File: config.mk
export PLATFORM = sky130hd
export DESIGN_NAME = router_pkt_tx
export DESIGN_NICKNAME = d
export VERILOG_FILES = /design/src/rtl/router_pkg.sv /design/src/rtl/router_tx_buf.sv /design/src/rtl/router_pkt_tx.sv
export SDC_FILE = /design/constraint.sdc
export NUM_CORES = 1
export LEC_CHECK = 0
export ABC_AREA = 1
export CORE_MARGIN = 2
export CORE_UTILIZATION = 55
export CTS_BUF_LIST = sky130_fd_sc_hd__clkbuf_2
export DETAILED_ROUTE_END_ITERATION = 7
export PLACE_DENSITY_LB_ADDON = 0.25
export SYNTH_ARGS = -nofsm -noshare
export SYNTH_HDL_FRONTEND = slang
export SYNTH_SLANG_ARGS = --single-unit
File: constraint.sdc
create_clock -name clk -period 2.2 [get_ports clk]
set_clock_uncertainty 0.15 [all_clocks]
set_input_delay 0.22 -clock clk [delete_from_list [all_inputs] [get_ports clk]]
set_output_delay 0.22 -clock clk [all_outputs]
set_load 0.01 [all_outputs]
File: src/rtl/router_pkg.sv
// Shared definitions for the 1x3 router and its source-side transmitter.
package router_pkg;

  localparam int ADDR_W = 2;
  localparam int LEN_W  = 6;
  localparam int DATA_W = 8;

  localparam logic [ADDR_W-1:0] PORT_INVALID = 2'b11;

  typedef enum logic [2:0] {
    IDLE,
    LOAD,
    HEADER,
    PAYLOAD,
    PARITY,
    GAP
  } tx_state_t;

  // Header byte carries the payload length above the destination port.
  function automatic logic [DATA_W-1:0] build_header(input logic [LEN_W-1:0]  len,
                                                     input logic [ADDR_W-1:0] addr);
    return {len, addr};
  endfunction

endpackage

File: src/rtl/router_tx_buf.sv
// Payload store for one packet: synchronous write, asynchronous read.
module router_tx_buf
  import router_pkg::*;
(
  input  logic              clk,
  input  logic              wr_en,
  input  logic [LEN_W-1:0]  wr_addr,
  input  logic [DATA_W-1:0] wr_data,
  input  logic [LEN_W-1:0]  rd_addr,
  output logic [DATA_W-1:0] rd_data
);

  logic [DATA_W-1:0] mem [0:(1<<LEN_W)-1];

  always_ff @(posedge clk) begin
    if (wr_en) begin
      mem[wr_addr] <= wr_data;
    end
  end

  assign rd_data = mem[rd_addr];

endmodule

File: src/rtl/router_pkt_tx.sv
// Source-side packet transmitter: buffers a full payload, then drives the
// router with header, payload and parity as one uninterrupted burst.
module router_pkt_tx
  import router_pkg::*;
#(
  parameter int IDLE_GAP = 1
) (
  input  logic              clk,
  input  logic              rst,
  input  logic              req_valid,
  output logic              req_ready,
  input  logic [ADDR_W-1:0] req_addr,
  input  logic [LEN_W-1:0]  req_len,
  input  logic              pay_valid,
  output logic              pay_ready,
  input  logic [DATA_W-1:0] pay_data,
  input  logic              busy,
  output logic              pkt_valid,
  output logic [DATA_W-1:0] tx_data,
  output logic              done,
  output logic              bad_req
);

  localparam int GAP_W = (IDLE_GAP < 2) ? 1 : $clog2(IDLE_GAP);

  tx_state_t         state, state_n;
  logic [LEN_W-1:0]  len_q, len_n;
  logic [DATA_W-1:0] hdr_q, hdr_n;
  logic [DATA_W-1:0] par_q, par_n;
  logic [LEN_W-1:0]  wptr, wptr_n;
  logic [LEN_W-1:0]  rptr, rptr_n;
  logic [GAP_W-1:0]  gap_cnt, gap_n;

  logic              pkt_valid_n;
  logic [DATA_W-1:0] tx_data_n;
  logic              done_n;
  logic              bad_req_n;
  logic              wr_en;
  logic [LEN_W-1:0]  rd_addr;
  logic [DATA_W-1:0] rd_data;

  // Look one byte ahead so tx_data can be registered on the consuming edge.
  assign rd_addr = (state == PAYLOAD) ? rptr + 1'b1 : '0;

  router_tx_buf u_buf (
    .clk     (clk),
    .wr_en   (wr_en),
    .wr_addr (wptr),
    .wr_data (pay_data),
    .rd_addr (rd_addr),
    .rd_data (rd_data)
  );

  always_comb begin
    state_n     = state;
    len_n       = len_q;
    hdr_n       = hdr_q;
    par_n       = par_q;
    wptr_n      = wptr;
    rptr_n      = rptr;
    gap_n       = gap_cnt;
    pkt_valid_n = pkt_valid;
    tx_data_n   = tx_data;
    done_n      = 1'b0;
    bad_req_n   = 1'b0;
    wr_en       = 1'b0;

    case (state)
      IDLE: begin
        if (req_valid) begin
          if (req_addr == PORT_INVALID) begin
            bad_req_n = 1'b1;
          end else begin
            len_n  = req_len;
            hdr_n  = build_header(req_len, req_addr);
            par_n  = hdr_n;
            wptr_n = '0;
            rptr_n = '0;
            if (req_len == '0) begin
              state_n     = HEADER;
              pkt_valid_n = 1'b1;
              tx_data_n   = hdr_n;
            end else begin
              state_n = LOAD;
            end
          end
        end
      end

      LOAD: begin
        if (pay_valid) begin
          wr_en  = 1'b1;
          par_n  = par_q ^ pay_data;
          wptr_n = wptr + 1'b1;
          if (wptr == len_q - 1'b1) begin
            state_n     = HEADER;
            pkt_valid_n = 1'b1;
            tx_data_n   = hdr_q;
          end
        end
      end

      HEADER: begin
        if (!busy) begin
          if (len_q == '0) begin
            state_n     = PARITY;
            pkt_valid_n = 1'b0;
            tx_data_n   = par_q;
          end else begin
            state_n   = PAYLOAD;
            rptr_n    = '0;
            tx_data_n = rd_data;
          end
        end
      end

      PAYLOAD: begin
        if (!busy) begin
          if (rptr == len_q - 1'b1) begin
            state_n     = PARITY;
            pkt_valid_n = 1'b0;
            tx_data_n   = par_q;
          end else begin
            rptr_n    = rptr + 1'b1;
            tx_data_n = rd_data;
          end
        end
      end

      PARITY: begin
        if (!busy) begin
          state_n   = GAP;
          done_n    = 1'b1;
          gap_n     = '0;
          tx_data_n = '0;
        end
      end

      GAP: begin
        if (gap_cnt == GAP_W'(IDLE_GAP - 1)) begin
          state_n = IDLE;
        end else begin
          gap_n = gap_cnt + 1'b1;
        end
      end

      default: begin
        state_n     = IDLE;
        pkt_valid_n = 1'b0;
      end
    endcase
  end

  // Handshake readies are registered from the next state so they line up
  // with the cycle the FSM actually sits in IDLE or LOAD.
  always_ff @(posedge clk) begin
    if (rst) begin
      state     <= IDLE;
      len_q     <= '0;
      hdr_q     <= '0;
      par_q     <= '0;
      wptr      <= '0;
      rptr      <= '0;
      gap_cnt   <= '0;
      pkt_valid <= 1'b0;
      tx_data   <= '0;
      done      <= 1'b0;
      bad_req   <= 1'b0;
      req_ready <= 1'b1;
      pay_ready <= 1'b0;
    end else begin
      state     <= state_n;
      len_q     <= len_n;
      hdr_q     <= hdr_n;
      par_q     <= par_n;
      wptr      <= wptr_n;
      rptr      <= rptr_n;
      gap_cnt   <= gap_n;
      pkt_valid <= pkt_valid_n;
      tx_data   <= tx_data_n;
      done      <= done_n;
      bad_req   <= bad_req_n;
      req_ready <= (state_n == IDLE);
      pay_ready <= (state_n == LOAD);
    end
  end

endmodule

* After elaboration in Yosys (flattened, before gate mapping) *
Memory sizes are Yosys's and may differ from the RTL's.
Cells that the tools add are included.

word-level totals
  bits in registers = 51
  latch bits = 0
  memory bits (writable) = 512
  memory bits (read-only) = 0
  input bits = 21
  word-level logic and storage cells = 118
  memories = 1

cells by class
  add/subtract/negate cells = 4
  $mul = 0
  div/mod/pow operators = 0
  $lt $le $gt $ge = 0
  eq/ne operators = 21
  shift operators = 0
  mux-type cells = 56
  bitwise logic cells = 6
  reduce and logical (&&, ||, !) cells = 17

memory list
  memory     depth  bits a word  rd ports  clocked after memory_dff  wr ports  line                 source
  u_buf.mem  64     8            1         0                         1         router_tx_buf.sv:13  logic [DATA_W-1:0] mem [0:(1<<LEN_W)-1];

operators by type and width
  kind                 number
  $mux 8               13
  $mux 6               8
  $pmux 8 s5           1
  $mux 3               10
  $ne 2x2->1 const B   11
  $pmux 3 s6           1
  $pmux 6 s3           1
  $mux 1               17
  $pmux 8 s2           1
  $add 6x1->6 const B  2
  $eq 6x6->1           2
  $logic_not 6->1      2
  $pmux 6 s2           1
  $reduce_and 10->1    1
  $reduce_and 9->1     1
  $xor 8x8->8          1
  $reduce_and 7->1     1
  $eq 3x1->1 const B   2
  $eq 3x2->1 const B   2
  $eq 3x3->1 const B   2
  $logic_not 3->1      2
  $sub 6x1->6 const B  1
  $not 1->1            5
  $pmux 1 s5           1
  13 further kinds     15

* Depth between registers and ports, before layout *
Gate-level depths: netlist of run 1.

  depth after elaboration = 6
  depth in mapped cells = 16

* Hierarchy *
A second synthesis of run 1 with hierarchy kept.

unflattened totals
  cell total of the unflattened synthesis = 2257
  area, all modules = 24193.2 um^2

by module, submodules not included
  module         instances  cells each  area each (um^2)  sequential area each (um^2)
  router_tx_buf  1          1797        21179.1           15374.7
  router_pkt_tx  1          460         3014.1            880.8

* Worst setup path after synthesis of run 1 *
OpenSTA, ideal clock, no wires.

  path type = register to register
  start point = register state[2]
  end point = memory u_buf.mem[11][0], enable pin
  library setup time = 0.370 ns
  arrival time = 1.728 ns
  data required time = 1.680 ns
  path slack = -0.049 ns
  stages on the path, launching flop included = 9
  path buffers = 1
  clock period less this slack = 2.249 ns
  path through = dfxtp_1 > buf_2 > nor2_1 > inv_2 > nor2_2 > nand2_1 > nor2_1 > nand3_1 > nor2_1

on the way
  word-level cells in the longest chain between the ends = 4

RTL lines
  element                       line                  source
  from (decl)                   router_pkt_tx.sv:26   tx_state_t state, state_n;
  from (signal assigned)        router_pkt_tx.sv:172  state <= state_n;
  $eq 3x1->1                    router_pkt_tx.sv:68   case (state)
  $mux 1                        router_pkt_tx.sv:68
  $mux 1                        router_tx_buf.sv:16   if (wr_en) begin
  $mux 1 (implied by the code)  router_tx_buf.sv:17   mem[wr_addr] <= wr_data;
  to (decl)                     router_tx_buf.sv:13

No other way between the ends.

* Worst setup path in the final report of run 1 *
  start point = register rptr[0]
  end point = register tx_data[7]

on the way
  word-level cells in the longest chain between the ends = 6
  elaborated cells between the ends (all ways) = 9

RTL lines
  element                    line                                        source
  from (decl)                router_pkt_tx.sv:31                         logic [LEN_W-1:0] rptr, rptr_n;
  from (signal assigned)     router_pkt_tx.sv:177                        rptr <= rptr_n;
  $add 6x1->6                router_pkt_tx.sv:43                         assign rd_addr = (state == PAYLOAD) ? rptr + 1'b1 : '0;
  $mux 6                     router_pkt_tx.sv:43
  $mem_v2 64x8               --
  $mux 8 (on tied branches)  router_pkt_tx.sv:119, router_pkt_tx.sv:105
  $mux 8 (on tied branches)  router_pkt_tx.sv:118, router_pkt_tx.sv:104
  $pmux 8 s5 (*)             router_pkt_tx.sv:68
  to (signal assigned)       router_pkt_tx.sv:180                        tx_data <= tx_data_n;
  to (decl)                  router_pkt_tx.sv:19                         output logic [DATA_W-1:0] tx_data,

Every way passes the cells marked *; elsewhere a longest branch is shown, timed or not. The select of a mux whose other input is x is not followed.
A chain may end at the register's enable or synchronous reset.

==> key figures, run 1 <==
Yosys
  – Post-synthesis register bit count: between 500 and 600
  – Synth unique cells: 37
  – Synth area leaders: edfxtp_1, nand3_1, nand2_1
  – Syn avg cell area: around 11 µm²
  – Synth area leader: edfxtp_1
  – Commonest cells post-synth: nand3_1, edfxtp_1, nand2_1
  – Syn_nets: approximately 2200
  – Post-synth top area share: 64.9%
  – Sequential area share after synthesis: 68.6%
  – Primary FF master, synth: edfxtp_1
  – Post-synth EDFFs: between 500 and 600
  – Synth Instances: 2185
  – Count leader, synth: nand3_1
  – Syn. warnings: 0
  – Asr flop ratio synth: 0%
  – Synth Cell Area: 23700 µm²

Clock network
  – Htree depth: 4
  – Longest Clk Path Bufs: 3
  – Root Driver: clkbuf_2
  – Clock Latency Late Sink: 1160 ps
  – TritonCTS clock tree: done
  – CTS sink cnt: roughly 560
  – CTS clk-pin slew, worst paths: about 100 ps
  – TritonCTS Buffers: 140

Final layout
  – Fill cells: 2664
  – Final non-filler cell total: roughly 3200
  – # nets final: approximately 2600
  – Share of cells above drive strength 1: 32.8%
  – Syn-to-layout area delta: 32.3%
  – Util after Layout: about 73%

Power
  – Total power: 20.4 mW
  – Max IR drop VDD: between 400 and 500 µV
  – Cell Pwr Density: around 650 nW/µm²
  – Pleak: around 12 nW

Floorplan
  – Chip height: roughly 210 µm
  – Initial core utilization: between 50 and 60%
  – Top Ports: 34
  – Die area: about 45000 µm²
  – Rows: 76
  – Die width: 212 µm
  – Core Area: about 43000 µm²

Setup path
  – Worst EP arrival: ~3400 ps
  – Startpoint Class: register
  – Required time worst endpoint: approximately 3100 ps
  – Crit Path Class: register to register
  – Crit path max fanout: 9
  – CP endpoint kind: register

Place
  – Inst Count DP: 2875
  – Pre-CTS WS: -301 ps
  – Post-DP HPWL: about 44 mm
  – PortBufs: 33
  – Gpl congestion: between 0.9 and 1

Min path
  – Hold WC Path Type: input pin to register

STA
  – Fin worst setup slack: -330 ps
  – Final period util: 115%
  – Relative slew slack: 43.2%
  – Pins Over Slew Limit: 0
  – RSZ-0062 raised after global routing: true
  – Tightest Pin Transition: approximately 850 ps
  – Worst hold slack: approximately 81 ps
  – Final setup violation count: 57
  – Final Hold Vio Count: 0
  – Min Clock Period, post-route: ~2500 ps
  – Fmax: a little under 400 MHz

Route
  – DRC Markers: 20
  – Iteration-0 DRC Markers: between 3000 and 4000
  – ANT nets after route: 0
  – Initial DRT Pass Iterations: 8
  – Routed len/inst: about 25 µm
  – Total wire length: 81.4 mm
  – Vias: just over 20000
  – Via/cell ratio: between 6 and 7

Global route
  – Overflow left after global routing: 0
  – Initial antenna violation count: 1
  – Total GRT Usage: between 30% and 40%
  – First-pass GRT wire length: ~120 mm
  – Largest net degree at the start of global routing: 55
  – Number of global-route vias before repair: roughly 20000

Outcome
  – Failing checks: design-rule violations, negative setup slack
  – Status: finished with violations

Run
  – MaxCap Viol Count: 0
## flip-flops by register name (all words and copies together) (netlist names)
register,count
par_q,8
len_q,6
wptr,6
state,3
hdr_q,2
u_buf.mem,512
tx_data,8
pay_ready,1
bad_req,1
pkt_valid,1
req_ready,1
rptr,6
done,1
## power breakdown
group,internal (mW),leakage [nW],switching (mW),total [mW]
sequential,11.6,4.97,0.0797,11.7
clock,2.60,0.901,4.15,6.76
combinational,0.736,6.28,1.18,1.92
total,14.9,12.2,5.42,20.4
## kinds of logic after synthesis
logic type      synth area share, %
simple gates                   24.6
fa+ha+maj                     0.211
compound gates                 2.10
xor+xnor                      0.296
flops                          68.6
buf+inv                        4.14
## repair_timing
item | CTS | global route
buffers inserted | 34 | 28
endpoints found under the setup margin | 536 | 470
endpoints found under the hold margin | 556 | 0
hold buffers | 32 | 0
cloned | 19 | 7
pin swaps | 53 | 77
resized for setup | 272 | 283
## worst max-delay path: stages (launching register included)
cell and delay (ps):
dfxtp_4 380, ha_4 170, buf_4 110, buf_4 100, nand3_2 90, nand2_1 110, nand2_2 70, nor2_4 190
clkinvlp_4 140, buf_12 160, buf_4 140, nand3_2 140, nand3_2 150, nand3_2 100, nand2_1 50, nand2_1 70
a21oi_2 60
## layout by cell type (no fill, tap or decap), drive strengths merged
cell	count
edfxtp	512
a311oi	1
o21a	1
a21oi	36
a221oi	5
inv	91
ha	4
clkbuf	206
and2	2
nand2	449
xor2	5
o31ai	1
nor2	183
diode	1
clkinv	22
o21ai	35
xnor2	3
dfxtp	44
nor3	7
clkdlybuf4s15	6
nand3	656
dlygate4sd2	5
a211oi	8
clkdlybuf4s50	12
a21boi	1
nor4	2
a31oi	1
dlygate4sd3	32
nor3b	1
nand4	7
buf	328
clkinvlp	2
bufinv	2
bufbuf	3
## final cells by class
type / instances / area, µm² / area share, %
well taps: 546 / 683 / 2.18
multi-input cells: 1408 / 8120 / 25.9
inverters: 89 / 373 / 1.19
flip-flops and latches: 556 / 16300 / 52.0
clock inverters: 28 / 161 / 0.515
diodes: 1 / 2.50 / 0.00799
repair buffers: 394 / 4720 / 15.1
clock buffers: 198 / 991 / 3.16
## worst paths after layout
check | cells past startpoint | slack (ps) | from | endpoint
setup / recovery | 16 | -330 | rptr[0] | tx_data[7]
hold reg to reg | 2 | 330 | hdr_q[1] | hdr_q[1]
setup reg to reg | 16 | -330 | rptr[0] | tx_data[7]
hold / removal | 2 | 80 | pay_data[2] | u_buf.mem[46][2]
## metal layers
layer / track usage [%] / share of wire (%) / vias to the layer above
met5: 0 / 0 / -
met4: 22.2 / 7.1 / 0
met3: 8.16 / 12 / 392
met2: 55.1 / 46 / 1735
met1: 44.4 / 34 / 9785
li1: - / - / 8621
## metrics by stage
stage	cell area [µm²]	setup TNS (ps)
floorplan	23700	-12430
global placement	26300	-47270
detailed placement	26300	-78000
CTS	29800	-1550
global route	31300	-9720
finish	31300	-3600
Power figures use the tool's default switching activity.
==> inputs of run 2 (changes only) <==
- GPL_ROUTABILITY_DRIVEN: default -> 0
==> run 2 against run 1 <==
Effect of this change:
- the run ends with negative setup slack left
- cell count rose by 0.34%
- combinational power down 6%
- hold slack worse by 31 ps
- setup slack better by 9.3 ps
- non-clock buffer count down 1
- maximum frequency increased by 0.37%
- critical endpoint is now tx_data[4]
- largest power group unchanged
==> key figures, run 2 (synthesis gave the netlist of run 1 again) <==
Setup path
  – Crit path max fanout: 9
  – Reg-to-reg startpoint: state[0]
  – CP endpoint kind: register
  – Required time worst endpoint: approximately 3000 ps
  – Startpoint Class: register
  – Crit Path Class: register to register
  – Worst EP arrival: between 3000 and 4000 ps
  – Critical Path Start: state[0]

Global route
  – Number of global-route vias before repair: 19263
  – Total GRT Usage: 33.7%
  – Largest net degree at the start of global routing: 66
  – Overflow left after global routing: 0
  – First-pass GRT wire length: ~110 mm
  – Initial antenna violation count: 1

Place
  – Post-DP HPWL: approximately 44 mm
  – PortBufs: 33
  – DP Area: 26500 µm²

Clock network
  – Clock Latency Late Sink: 1190 ps
  – TritonCTS Buffers: approximately 140
  – TritonCTS clock tree: done
  – CTS sink cnt: 556
  – Root Driver: clkbuf_2
  – Htree depth: 4
  – CTS clk-pin slew, worst paths: roughly 100 ps
  – Longest Clk Path Bufs: 3

Final layout
  – # nets final: 2614
  – Final Instance Area: just over 30000 µm²
  – Syn-to-layout area delta: 29.9%
  – Most frequent cells in the layout: edfxtp_1, nand3_1, nand2_1, buf_4, clkbuf_2
  – Biggest register: u_buf.mem
  – Fill cells: 2804
  – Share of cells above drive strength 1: approximately 30%
  – Largest registers: u_buf.mem (512), par_q (8), tx_data (8)
  – Max FFs per register: slightly above 500
  – Commonest non-fill, non-tap cell in the layout: edfxtp_1

Power
  – Max IR drop VDD: approximately 480 µV
  – Total power: ~20 mW
  – Cell Pwr Density: roughly 660 nW/µm²
  – Pleak: 12.1 nW

Outcome
  – Failing checks: negative setup slack
  – Status: finished with violations

STA
  – Relative slew slack: just over 50%
  – Pins Over Slew Limit: 0
  – Final period util: 115%
  – Fin worst setup slack: -321 ps
  – Fmax: roughly 400 MHz
  – Final Hold Vio Count: 0
  – Tightest Pin Transition: 721 ps
  – Min Clock Period, post-route: around 2500 ps
  – Final setup violation count: 14
  – RSZ-0062 raised after global routing: true
  – Total negative slack: -2310 ps

Route
  – Total wire length: about 78 mm
  – Initial DRT Pass Iterations: 7
  – ANT nets after route: 0
  – Via/cell ratio: about 6
  – Vias: 19885
  – DRC Markers: 0
  – Iteration-0 DRC Markers: about 2700
  – Routed len/inst: around 24 µm

Floorplan
  – Rows: 76
  – Top Ports: 34
  – Core Area: 42800 µm²
  – Die area: ~45000 µm²
  – Initial core utilization: between 50% and 60%
  – Chip height: 212 µm
  – Die width: between 200 and 250 µm

Min path
  – Min-delay src: pay_data[2]
  – Hold WC Path Type: input pin to register

Run
  – MaxCap Viol Count: 0
[run 2: changes by cell type in the layout (fill, tap and decap cells not counted), sizes merged]
cell and delta:
buf +2, clkbuf +1, clkdlybuf4s15 -3, clkinv +2, clkinvlp +4, dlygate4sd2 +4
dlygate4sd3 -1, inv -1, nand2 +3
[run 2: repair_timing]
action	CTS	global route
buffers inserted	22	20
cloned	24	6
hold buffers	31	0
resized for setup	195	195
hold endpoints to repair	556	0
pin swaps	28	56
endpoints found under the setup margin	536	168
[run 2: area by class of cell]
class / instances / area (µm²) / area share (%)
diodes: 1 / 2.50 / 0.00813
clock buffers: 202 / 1010 / 3.29
clock inverters: 33 / 200 / 0.651
inverters: 89 / 390 / 1.27
multi-input cells: 1411 / 7770 / 25.3
flip-flops and latches: 556 / 16300 / 52.9
well taps: 546 / 683 / 2.22
repair buffers: 393 / 4430 / 14.4
[run 2: power breakdown]
| group | switching [mW] | leakage, nW | internal (mW) | total, mW |
|---|---|---|---|---|
| Clock | 4.16 | 0.931 | 2.68 | 6.84 |
| Combinational | 1.13 | 6.21 | 0.678 | 1.81 |
| Sequential | 0.0725 | 4.97 | 11.6 | 11.7 |
| Total | 5.37 | 12.1 | 14.9 | 20.3 |
[run 2: critical path, stage by stage, from the launching register on]
cell and delay (ps):
dfxtp_2 370, nand2_4 70, nor2_8 140, buf_12 190
buf_12 150, buf_16 140, buf_8 140, nand3_1 110
nand3_1 120, nand3_1 100, nand3_2 90, nand3_2 150
nand3_4 150, nand3_4 90, nand2_1 70, nand2_1 50
a21oi_1 110
[run 2: final timing paths]
| kind | to | slack, ps | depth (start not counted) |
|---|---|---|---|
| hold / removal | u_buf.mem[19][2] | 50 | 3 |
| setup reg to reg | tx_data[4] | -320 | 16 |
| setup / recovery | tx_data[4] | -320 | 16 |
| hold reg to reg | hdr_q[1] | 300 | 2 |
[run 2: per-stage QoR]
| stage | util [%] | hold WS (ps) | instances | setup WS, ps |
|---|---|---|---|---|
| after CTS | 69.3 | 2.33 | 3207 | -248 |
| after detailed placement | 61.9 | 287 | 2895 | -438 |
| final | 71.9 | 49.8 | 3231 | -321 |
| after floorplan | - | 148 | 2185 | -48.6 |
| after global placement | 61.9 | 284 | 2895 | -357 |
| after global routing | 71.9 | 64.3 | 3231 | -399 |
[run 2: layer usage]
layer | track usage (%) | up-vias | share of wire, %
met5 | 0 | - | 0
met4 | 18.6 | 0 | 6.0
met3 | 7.76 | 339 | 12
met2 | 54.3 | 1533 | 47
met1 | 42.4 | 9370 | 35
li1 | - | 8643 | -
